<file path="config.mk">
export PLATFORM = sky130hd
export DESIGN_NAME = ws28xx_frame_sequencer_flat
export DESIGN_NICKNAME = d
export VERILOG_FILES = /design/src/rtl/ws28xx_frame_sequencer_pkg.sv /design/src/rtl/ws28xx_frame_sequencer_if.sv /design/src/rtl/ws28xx_frame_sequencer_edge_detect.sv /design/src/rtl/ws28xx_frame_sequencer.sv /design/src/flat_wrapper.sv
export SDC_FILE = /design/constraint.sdc
export NUM_CORES = 1
export LEC_CHECK = 0
export ABC_AREA = 1
export CAP_MARGIN = 0
export CORE_MARGIN = 2
export CORE_UTILIZATION = 35
export CTS_BUF_LIST = sky130_fd_sc_hd__clkbuf_2 sky130_fd_sc_hd__clkbuf_4 sky130_fd_sc_hd__clkbuf_8
export DETAILED_ROUTE_END_ITERATION = 8
export PLACE_DENSITY = 0.48
export SETUP_SLACK_MARGIN = 0.05
export SLEW_MARGIN = 20
export SYNTH_ARGS = -nofsm -noshare
export SYNTH_HDL_FRONTEND = slang
export SYNTH_SLANG_ARGS = --single-unit
</file>
<file path="constraint.sdc">
create_clock -name clk_i -period 4.1 [get_ports clk_i]
set_input_delay 1.025 -clock clk_i [delete_from_list [all_inputs] [get_ports clk_i]]
set_output_delay 1.025 -clock clk_i [all_outputs]
set_load 0.03 [all_outputs]
</file>
<file path="src/rtl/ws28xx_frame_sequencer_pkg.sv">
// Shared types and default timing for the WS28xx frame sequencer.
// Timing defaults assume a 50 MHz clock.
package ws28xx_pkg;

  typedef enum logic [1:0] {
    IDLE  = 2'd0,
    ARMED = 2'd1,
    SHIFT = 2'd2,
    LATCH = 2'd3
  } ws28xx_state_t;

  localparam int WS28XX_T_BIT = 62;
  localparam int WS28XX_T_0H  = 20;
  localparam int WS28XX_T_1H  = 40;
  localparam int WS28XX_T_RST = 2500;

  function automatic int max_int(input int a, input int b);
    return (a > b) ? a : b;
  endfunction

endpackage

</file>
<file path="src/rtl/ws28xx_frame_sequencer_if.sv">
// Host byte stream into the sequencer. A byte moves on any clock edge where
// byte_valid_i and byte_ready_o are both 1; valid must not wait for ready.
interface ws28xx_frame_sequencer_if;
  logic [7:0] byte_data_i;
  logic       byte_valid_i;
  logic       byte_ready_o;

  modport master (output byte_data_i, output byte_valid_i, input byte_ready_o);
  modport slave  (input byte_data_i, input byte_valid_i, output byte_ready_o);
endinterface

</file>
<file path="src/rtl/ws28xx_frame_sequencer_edge_detect.sv">
// Registered rising/falling edge pulses of a synchronous level signal.
module edge_detect (
  input  logic clk_i,
  input  logic rst_n_i,
  input  logic sig_i,
  output logic pos_edge_o,
  output logic neg_edge_o,
  output logic both_edge_o
);

  logic r_prev;
  logic r_pos;
  logic r_neg;

  always_ff @(posedge clk_i or negedge rst_n_i) begin
    if (!rst_n_i) begin
      r_prev <= 1'b0;
      r_pos  <= 1'b0;
      r_neg  <= 1'b0;
    end else begin
      r_prev <= sig_i;
      r_pos  <= sig_i & ~r_prev;
      r_neg  <= ~sig_i & r_prev;
    end
  end

  assign pos_edge_o  = r_pos;
  assign neg_edge_o  = r_neg;
  assign both_edge_o = r_pos | r_neg;

endmodule

</file>
<file path="src/rtl/ws28xx_frame_sequencer.sv">
// WS28xx NRZ serializer with frame sequencing (start, bytes, latch gap).
// Define WS28XX_UNDERRUN_DET_EN to build the sticky underrun_o flag.
module ws28xx_frame_sequencer
  import ws28xx_pkg::*;
#(
  parameter int T_BIT = WS28XX_T_BIT,
  parameter int T_0H  = WS28XX_T_0H,
  parameter int T_1H  = WS28XX_T_1H,
  parameter int T_RST = WS28XX_T_RST
) (
  input  logic                      clk_i,
  input  logic                      rst_i,
  input  logic                      frame_sync_i,
  ws28xx_frame_sequencer_if.slave   byte_if,
  output logic                      bit_o,
  output logic                      busy_o,
  output logic                      frame_done_o,
  output logic                      underrun_o,
  output ws28xx_state_t             state_o
);

  localparam int CNT_W = $clog2(max_int(T_BIT, T_RST));
  localparam logic [CNT_W-1:0] C_BIT_LAST = CNT_W'(T_BIT - 1);
  localparam logic [CNT_W-1:0] C_RST_LAST = CNT_W'(T_RST - 1);
  localparam logic [CNT_W-1:0] C_T0H      = CNT_W'(T_0H);
  localparam logic [CNT_W-1:0] C_T1H      = CNT_W'(T_1H);
  localparam logic             C_RST_ONE  = (T_RST == 1);

  if (!(T_0H > 0 && T_0H < T_1H && T_1H < T_BIT && T_RST > 0)) begin : g_bad_params
    $error("ws28xx_frame_sequencer: need 0 < T_0H < T_1H < T_BIT and T_RST > 0");
  end

  ws28xx_state_t    r_state;
  logic [CNT_W-1:0] r_cnt;
  logic [2:0]       r_bit_idx;
  logic [7:0]       r_shift;
  logic [7:0]       r_hold;
  logic             r_hold_full;
  logic             r_end_pending;
  logic             r_start_pending;
  logic             r_bit;
  logic             r_done;

  logic             w_rst_n;
  logic             w_start;
  logic             w_end;
  logic             w_both_edge_unused;
  logic             w_accept;
  logic [CNT_W-1:0] w_cnt_inc;
  logic [CNT_W-1:0] w_thr;

  assign w_rst_n = ~rst_i;

  edge_detect u_edge (
    .clk_i       (clk_i),
    .rst_n_i     (w_rst_n),
    .sig_i       (frame_sync_i),
    .pos_edge_o  (w_start),
    .neg_edge_o  (w_end),
    .both_edge_o (w_both_edge_unused)
  );

  assign byte_if.byte_ready_o = ~r_hold_full && (r_state == ARMED || r_state == SHIFT);
  assign w_accept  = byte_if.byte_valid_i & byte_if.byte_ready_o;
  assign w_cnt_inc = r_cnt + CNT_W'(1);
  assign w_thr     = r_shift[7] ? C_T1H : C_T0H;

`ifdef WS28XX_UNDERRUN_DET_EN
  logic r_underrun;
  assign underrun_o = r_underrun;
`else
  assign underrun_o = 1'b0;
`endif

  always_ff @(posedge clk_i or posedge rst_i) begin
    if (rst_i) begin
      r_state         <= IDLE;
      r_cnt           <= '0;
      r_bit_idx       <= '0;
      r_shift         <= '0;
      r_hold          <= '0;
      r_hold_full     <= 1'b0;
      r_end_pending   <= 1'b0;
      r_start_pending <= 1'b0;
      r_bit           <= 1'b0;
      r_done          <= 1'b0;
`ifdef WS28XX_UNDERRUN_DET_EN
      r_underrun      <= 1'b0;
`endif
    end else begin
      r_done <= 1'b0;
      if (w_accept) begin
        r_hold      <= byte_if.byte_data_i;
        r_hold_full <= 1'b1;
      end
      if (w_end && (r_state == ARMED || r_state == SHIFT)) r_end_pending <= 1'b1;

      case (r_state)
        IDLE: begin
          r_bit <= 1'b0;
          if (w_start) begin
            r_state <= ARMED;
`ifdef WS28XX_UNDERRUN_DET_EN
            r_underrun <= 1'b0;
`endif
          end
        end

        ARMED: begin
          r_bit <= 1'b0;
          if (r_hold_full) begin
            r_shift     <= r_hold;
            r_hold_full <= 1'b0;
            r_bit_idx   <= 3'd7;
            r_cnt       <= '0;
            r_bit       <= 1'b1;
            r_state     <= SHIFT;
          end else if ((w_end || r_end_pending) && !w_accept) begin
            // A byte landing with the end pulse is sent first; end stays pending.
            r_cnt   <= '0;
            r_done  <= C_RST_ONE;
            r_state <= LATCH;
          end
        end

        SHIFT: begin
          if (r_cnt != C_BIT_LAST) begin
            r_cnt <= w_cnt_inc;
            r_bit <= (w_cnt_inc < w_thr);
          end else if (r_bit_idx != 3'd0) begin
            r_shift   <= {r_shift[6:0], 1'b0};
            r_bit_idx <= r_bit_idx - 3'd1;
            r_cnt     <= '0;
            r_bit     <= 1'b1;
          end else if (r_hold_full || w_accept) begin
            // A byte arriving on the final cycle is forwarded without a gap.
            r_shift     <= r_hold_full ? r_hold : byte_if.byte_data_i;
            r_hold_full <= 1'b0;
            r_bit_idx   <= 3'd7;
            r_cnt       <= '0;
            r_bit       <= 1'b1;
          end else if (w_end || r_end_pending) begin
            r_cnt   <= '0;
            r_bit   <= 1'b0;
            r_done  <= C_RST_ONE;
            r_state <= LATCH;
          end else begin
            r_bit   <= 1'b0;
            r_state <= ARMED;
`ifdef WS28XX_UNDERRUN_DET_EN
            r_underrun <= 1'b1;
`endif
          end
        end

        LATCH: begin
          r_bit <= 1'b0;
          if (r_cnt == C_RST_LAST) begin
            r_cnt           <= '0;
            r_end_pending   <= 1'b0;
            r_start_pending <= 1'b0;
            if (r_start_pending || w_start) begin
              r_state <= ARMED;
`ifdef WS28XX_UNDERRUN_DET_EN
              r_underrun <= 1'b0;
`endif
            end else begin
              r_state <= IDLE;
            end
          end else begin
            r_cnt  <= w_cnt_inc;
            r_done <= (w_cnt_inc == C_RST_LAST);
            if (w_start) r_start_pending <= 1'b1;
          end
        end

        default: r_state <= IDLE;
      endcase
    end
  end

  assign bit_o        = r_bit;
  assign busy_o       = (r_state != IDLE);
  assign frame_done_o = r_done;
  assign state_o      = r_state;

endmodule

</file>
<file path="src/flat_wrapper.sv">
// flat-port wrapper written by rule: the top's interface ports become plain ports
module ws28xx_frame_sequencer_flat import ws28xx_pkg::*;
#(
  parameter int T_BIT = WS28XX_T_BIT,
  parameter int T_0H  = WS28XX_T_0H,
  parameter int T_1H  = WS28XX_T_1H,
  parameter int T_RST = WS28XX_T_RST
)
  (clk_i, rst_i, frame_sync_i, bit_o, busy_o, frame_done_o, underrun_o, state_o, byte_if_byte_data_i, byte_if_byte_valid_i, byte_if_byte_ready_o);
  ws28xx_frame_sequencer_if byte_if_i ();
  input  logic clk_i;
  input  logic rst_i;
  input  logic frame_sync_i;
  output logic bit_o;
  output logic busy_o;
  output logic frame_done_o;
  output logic underrun_o;
  output ws28xx_state_t state_o;
  input wire logic [$bits(byte_if_i.byte_data_i)-1:0] byte_if_byte_data_i;
  input wire logic [$bits(byte_if_i.byte_valid_i)-1:0] byte_if_byte_valid_i;
  output wire logic [$bits(byte_if_i.byte_ready_o)-1:0] byte_if_byte_ready_o;
  assign byte_if_i.byte_data_i = byte_if_byte_data_i;
  assign byte_if_i.byte_valid_i = byte_if_byte_valid_i;
  assign byte_if_byte_ready_o = byte_if_i.byte_ready_o;
  ws28xx_frame_sequencer #(.T_BIT(T_BIT), .T_0H(T_0H), .T_1H(T_1H), .T_RST(T_RST)) u_core (.clk_i(clk_i), .rst_i(rst_i), .frame_sync_i(frame_sync_i), .byte_if(byte_if_i), .bit_o(bit_o), .busy_o(busy_o), .frame_done_o(frame_done_o), .underrun_o(underrun_o), .state_o(state_o));
endmodule
</file>
==> results of run 1 <==
==> report_power, final <==
group / switching, W / internal [W] / total, W
Clock: 0.000156 / 0.000182 / 0.000338
Combinational: 0.000531 / 0.000294 / 0.000825
Sequential: 0.0000855 / 0.000523 / 0.000608
Total: 0.000772 / 0.000999 / 0.00177
==> synth_stat cells <==
master / count / area [µm²]
nand2_1: 93 / 349
inv_1: 48 / 180
dfrtp_1: 41 / 1030
nor2_1: 25 / 93.8
o21ai_1: 20 / 100
nand3_1: 18 / 90.1
ha_1: 13 / 163
o21ai_0: 11 / 55.1
o21ai_2: 10 / 87.6
mux2i_1: 7 / 70.1
nand4_1: 7 / 43.8
buf_2: 5 / 25.0
inv_2: 5 / 18.8
xor2_1: 5 / 43.8
a21oi_1: 4 / 20.0
buf_4: 4 / 30.0
nand2_2: 3 / 18.8
nor2_4: 3 / 33.8
nand3_2: 2 / 20.0
nor3_1: 2 / 10.0
nor4_1: 2 / 12.5
a21o_1: 1 / 7.51
a21oi_2: 1 / 8.76
buf_6: 1 / 11.3
clkbuf_1: 1 / 3.75
conb_1: 1 / 3.75
inv_4: 1 / 6.26
nand2_4: 1 / 11.3
nor3_2: 1 / 10.0
nor4_2: 1 / 12.5
o221ai_1: 1 / 8.76
or2_1: 1 / 6.26
==> sequential cells by signal, summed over array words and instances (netlist names) <==
register                  cells
u_core.r_cnt                 12
u_core.r_hold                 8
u_core.r_shift                8
u_core.r_bit_idx              3
u_core.state_o                2
u_core.bit_o                  1
u_core.frame_done_o           1
u_core.r_end_pending          1
u_core.r_hold_full            1
u_core.r_start_pending        1
u_core.u_edge.neg_edge_o      1
u_core.u_edge.pos_edge_o      1
u_core.u_edge.r_prev          1
==> stage by stage <==
stage	hold WS, ns	area [µm²]
after floorplan	0.400	2580
after global placement	0.408	2810
after detailed placement	0.419	2810
after CTS	0.432	2930
after global routing	0.441	2930
final	0.429	2930
==> cell type report <==
| class | instances | share of cell area [%] |
|---|---|---|
| clock buffer | 5 | 2.35 |
| clock inverter | 3 | 1.58 |
| inverter | 54 | 7.01 |
| multi-input combinational | 233 | 43.7 |
| sequential | 41 | 35.0 |
| tap | 99 | 4.23 |
| timing repair buffer | 18 | 6.07 |
==> layer usage <==
layer  up-vias  GRT usage (%)
li1       1095              -
met1       928           18.4
met2        32           23.2
met3        10           2.43
met4         0           5.13
met5         -              0
==> logic make-up (layout without fill, tap and decap cells) <==
logic type | count (synthesis) | in the layout | share of synthesized area, %
flops | 41 | 41 | 39.7
compound gates | 48 | 48 | 11.1
mux | 7 | 7 | 2.71
xor+xnor | 5 | 5 | 1.70
buf+inv | 65 | 80 | 10.7
fa+ha+maj | 13 | 13 | 6.30
simple gates | 159 | 159 | 27.6
other cells | 1 | 1 | 0.145
==> worst paths after layout <==
path	end	slack, ns	cells after the start
max	byte_if_byte_ready_o	0.97	5
min	u_core.u_edge.pos_edge_o	0.43	1
max reg2reg	u_core.bit_o	1.69	13
min reg2reg	u_core.u_edge.pos_edge_o	0.43	1
max in group asynchronous	u_core.r_hold[6]	2.30	3
min in group asynchronous	u_core.r_bit_idx[2]	1.11	2
==> results.md, run 1 <==
- Initial antenna violation count: 0
- Required time worst endpoint: 3.07 ns
- Hold WC Path Type: reg2reg
- Total core area: 7210 µm²
- Die height: 89.9 µm
- Synth unique cells: 32
- LEAKAGE: 1.46 nW
- Clk slew on worst S/H paths: 0.08 ns
- PD cells: 605 nW/µm²
- Final hold vios: 0
- Final worst slack: 0.970 ns
- Initial DRC count: 88
- Most common cell after layout, fill and taps aside: nand2_1
- Final Net Count: 378
- Number of max-cap violations: 0
- Post-route DRC: 0
- Total GRT Usage: 14.0%
- Slew Viols, Final: 0
- Met1 Wirelength: 2.56 mm
- Port bufs: 17
- Share of cells above drive strength 1: 10.5%
- Clk sinks: 41
- Avg Vias per Cell: 4.56
- Tot Pwr: 0.00177 W
- Clk Latency, worst-skew pair: 0.30 ns
- CTS tree: yes
- RSZ-0062 raised after global routing: false
- Starting density of the core: 35.8%
- Sequential area share after synthesis: 39.7%
- Cell mode on critical path: inv_1
- DR top layer: met4
- FF/Latch Area: 1030 µm²
- Total Wirelength: 5.32 mm
- Peak supply drop: 0.301 mV
- IO Pins: 19
- CP Cell Sequence: inv_1, ha_1, inv_1, nor2_1, clkdlybuf4s50_1
- Die area: 8080 µm²
- Filler Cells Inserted: 782
- Placed Cells: 445
- Endpoints failing setup: 0
- HPWL Detailed: 4.06 mm
- Placement Rows: 31
- Finished Layout Cells: 453
- Worst rel slew slack: 40.3%
- Hold Startpoint: u_core.u_edge.r_prev
- Worst Max-Slew Pin Slew: 0.890 ns
- Synth Net Count: 364
- CP bufs+invs: 3
- Status: finished clean
- Final core occ: 40.6%
- Avg Cell Area, Syn: 7.61 µm²
- Setup Crit Path Kind: reg2out
- Vias post-DR: 2,065
- Footprint of the multi-input gates: 1280 µm²
- Met2 wire length: 2.48 mm
- Layout area overhead: 13.4%
- Hold Buf Count CTS: 0
- Post-DRT Antenna Nets: 0
- GP Congestion: 0.860
- Cell Area, Synth: 2580 µm²
- Startpoint Class: register
- Synth Instances: 339
- CTS Buf Count: 5
- Pre-CTS WS: 1.29 ns
- CP max stage cell: clkdlybuf4s50_1
- Synth warn: 0
- Crit path DAT: 2.11 ns
- Clock skew: 0.00900 ns
- Max H-tree Level: 2
- Post-synthesis register bit count: 41
- Vias in the first global route: 1,972
- First-pass GRT wire length: 9.29 mm
- GRT overflow: 0
- Crit. Startpoint: u_core.state_o[1]
- Maximum operating frequency: 319 MHz
- Crit end category: output port
- Reg-to-reg startpoint: u_core.r_cnt[0]
- Final period utilization: 76.3%
- Period minus WS final: 3.13 ns
- Most frequent cells in the layout: 93 x nand2_1, 47 x inv_1, 41 x dfrtp_1
- CTS max path bufs: 2
- CTS root buffer: clkbuf_8
- Die width: 89.9 µm
- Crit path max-delay family: buffers and inverters
- First-pass DRT Iterations: 5
- Post-cts repair resize count: 0
- Pin count of the biggest net entering global routing: 25
- Diode count: 0
- Setup TNS: 0 ns
- Met3 wire length: 150 µm
- Worst-path fanout max: 7
- Routed length per instance: 11.7 µm
- Post-CTS setup repair buffer count: 0
- Max stage delay on crit path: 0.70 ns
Note: power is estimated with default switching activity, not from simulation.
==> run 2: changes to the inputs <==
==> constraint.sdc (replaced) <==
create_clock -name clk_i -period 3 [get_ports clk_i]
set_input_delay 0.75 -clock clk_i [delete_from_list [all_inputs] [get_ports clk_i]]
set_output_delay 0.75 -clock clk_i [all_outputs]
set_load 0.03 [all_outputs]
==> run 2 against run 1 <==
- hold slack worse by 0.0056 ns
- largest cell class unchanged
- count of clock-buffer cells in the layout stayed put
- critical path type unchanged
- global-route usage is 0.81 points higher
- cell area is 1.5% higher
==> results.md, run 2 (same netlist as run 1, synthesis figures left out) <==
- Internal power: 0.00145 W (was 0.000999 W)
- CTS root buffer: clkbuf_8 (unchanged)
- Total core area: 7210 µm² (unchanged)
- LEAKAGE: 1.50 nW (was 1.46 nW)
- Status: finished clean (unchanged)
- Slew Viols, Final: 0 (unchanged)
- Filler Cells Inserted: 768 (was 782)
- Setup Crit Path Kind: reg2out (unchanged)
- Post-route DRC: 0 (unchanged)
- Peak supply drop: 0.475 mV (was 0.301 mV)
- Final Net Count: 379 (was 378)
- RSZ-0062 raised after global routing: false (unchanged)
- Routed length per instance: 11.9 µm (was 11.7 µm)
- Largest reg by FF count: u_core.r_cnt (unchanged)
- Share of total power in combinational logic: 45.1% (was 46.6%)
- Sw frac: 42.0% (was 43.6%)
- Crit path DAT: 1.81 ns (was 2.11 ns)
- Clock skew: 0.00503 ns (was 0.00900 ns)
- IO Pins: 19 (unchanged)
- Post-DRT Antenna Nets: 0 (unchanged)
- RR Endpoint: u_core.bit_o (unchanged)
- Worst rel slew slack: 45.4% (was 40.3%)
- Layout area overhead: 15.2% (was 13.4%)
- Final period utilization: 85.4%
- Worst Max-Slew Pin Slew: 0.814 ns (was 0.890 ns)
- CTS max path bufs: 2 (unchanged)
- Most frequent cells in the layout: 93 x nand2_1, 47 x inv_1, 41 x dfrtp_1 (unchanged)
- GP Congestion: 0.876 (was 0.860)
- Reg-to-reg setup timing slack: 0.83 ns (was 1.69 ns)
- HPWL Detailed: 4.09 mm (was 4.06 mm)
- Vias post-DR: 2,046 (was 2,065)
- First-pass DRT Iterations: 4 (was 5)
- PD cells: 843 nW/µm² (was 605 nW/µm²)
- Clk sinks: 41 (unchanged)
- Starting density of the core: 35.8% (unchanged)
- CTS Buf Count: 5 (unchanged)
- Finished Layout Cells: 454 (was 453)
- Hold WC Path Type: reg2reg (unchanged)
- Startpoint Class: register (unchanged)
- Worst-path fanout max: 7 (unchanged)
- Die area: 8080 µm² (unchanged)
- Final hold vios: 0 (unchanged)
- CTS tree: yes (unchanged)
- Clk Latency, worst-skew pair: 0.29 ns (was 0.30 ns)
- Endpoints failing setup: 0 (unchanged)
- Share of cells above drive strength 1: 10.7% (was 10.5%)
- Port bufs: 17 (unchanged)
- Initial antenna violation count: 0 (unchanged)
- Hold Buf Count CTS: 0 (unchanged)
- Diode count: 0 (unchanged)
- Biggest regs: u_core.r_cnt x12, u_core.r_hold x8, u_core.r_shift x8 (unchanged)
- Vias in the first global route: 2,039 (was 1,972)
- Placement Rows: 31 (unchanged)
- Setup TNS: 0 ns (unchanged)
- Die height: 89.9 µm (unchanged)
- Placed Cells: 446 (was 445)
- Avg Vias per Cell: 4.51 (was 4.56)
- Required time worst endpoint: 2.25 ns (was 3.07 ns)
- Crit. Startpoint: u_core.state_o[1] (unchanged)
- Max H-tree Level: 2 (unchanged)
- Sw Pwr: 0.00105 W (was 0.000772 W)
- Die width: 89.9 µm (unchanged)
- GRT overflow: 0 (unchanged)
- Hold Startpoint: u_core.u_edge.r_prev (unchanged)
- First-pass GRT wire length: 9.78 mm (was 9.29 mm)
- Number of max-cap violations: 0 (unchanged)
- Clk slew on worst S/H paths: 0.08 ns (about the same)
- Total Wirelength: 5.39 mm (was 5.32 mm)
- Maximum operating frequency: 390 MHz
- Max FFs per register: 12 (unchanged)
- Initial DRC count: 90 (was 88)
- Pin count of the biggest net entering global routing: 22 (was 25)
- Crit end category: output port (unchanged)
- Reg-to-reg startpoint: u_core.r_cnt[2] (was u_core.r_cnt[0])
- Flop pwr share: 33.1% (was 34.3%)
- Reg2Reg Depth: 13 (unchanged)
- Clk pwr share: 21.8% (was 19.1%)
- Most common cell after layout, fill and taps aside: nand2_1 (unchanged)
- Total GRT Usage: 14.8% (was 14.0%)
- Period minus WS final: 2.56 ns
- Critical path endpoint: busy_o (was byte_if_byte_ready_o)
run 2: layer usage:
metal / part of all wire, % / wire length, µm / global-route usage [%] / vias up
met5: 0 / 0 / 0 / -
met4: 1.6 / 84 / 5.00 / 0
met3: 3.1 / 169 / 2.93 / 6
met2: 45 / 2410 / 23.2 / 31
met1: 51 / 2730 / 20.5 / 915
li1: - / - / - / 1094
run 2: layout make-up:
cell class                 count  area [µm²]  share of cell area (%)
inverter                      54         205                    6.90
multi-input combinational    233        1280                    43.1
tap                           99         124                    4.17
clock buffer                   5        68.8                    2.31
sequential                    41        1030                    34.5
timing repair buffer          19         200                    6.73
clock inverter                 3        68.8                    2.31
run 2: power by group through the flow:
| stage | Combinational (W) | Sequential (W) | Clock (W) |
|---|---|---|---|
| after floorplan | 0.000861 | 0.000848 | 0 |
| after global placement | 0.00114 | 0.000839 | 0 |
| after detailed placement | 0.00115 | 0.000840 | 0 |
| after CTS | 0.00115 | 0.000831 | 0.000570 |
| after global routing | 0.00131 | 0.000861 | 0.000589 |
| final | 0.00113 | 0.000830 | 0.000547 |
run 2: how the worst min path moves through the flow:
stage	slack [ns]	depth (start not counted)	to
6_report	0.42	1	u_core.u_edge.pos_edge_o
5_1_grt	0.46	1	u_core.u_edge.pos_edge_o
4_1_cts	0.42	1	u_core.u_edge.pos_edge_o
3_5_place_dp	0.41	1	u_core.u_edge.pos_edge_o
3_3_place_gp	0.41	1	u_core.u_edge.pos_edge_o
2_1_floorplan	0.40	1	u_core.u_edge.pos_edge_o
run 2: worst max-delay path: stages (launching register included):
cell,delay [ns]
dfrtp_1,0.46
inv_1,0.11
ha_1,0.19
inv_1,0.08
clkdlybuf4s50_1,0.67
run 2: repair_timing:
item	in CTS	in global routing
endpoints found under the setup margin	0	1
gates resized for setup	0	1
buffers inserted	0	0
run 2: through the flow:
stage          cell area (µm²)  hold WS, ns  total power (W)  setup slack (ns)  utilization (%)
2_1_floorplan             2580        0.400          0.00171             0.640                -
3_3_place_gp              2830        0.409          0.00198             0.496             39.3
3_5_place_dp              2830        0.410          0.00199             0.463             39.3
4_1_cts                   2970        0.424          0.00255             0.113             41.2
5_1_grt                   2970        0.463          0.00276             0.344             41.2
6_report                  2970        0.423          0.00251             0.439             41.2
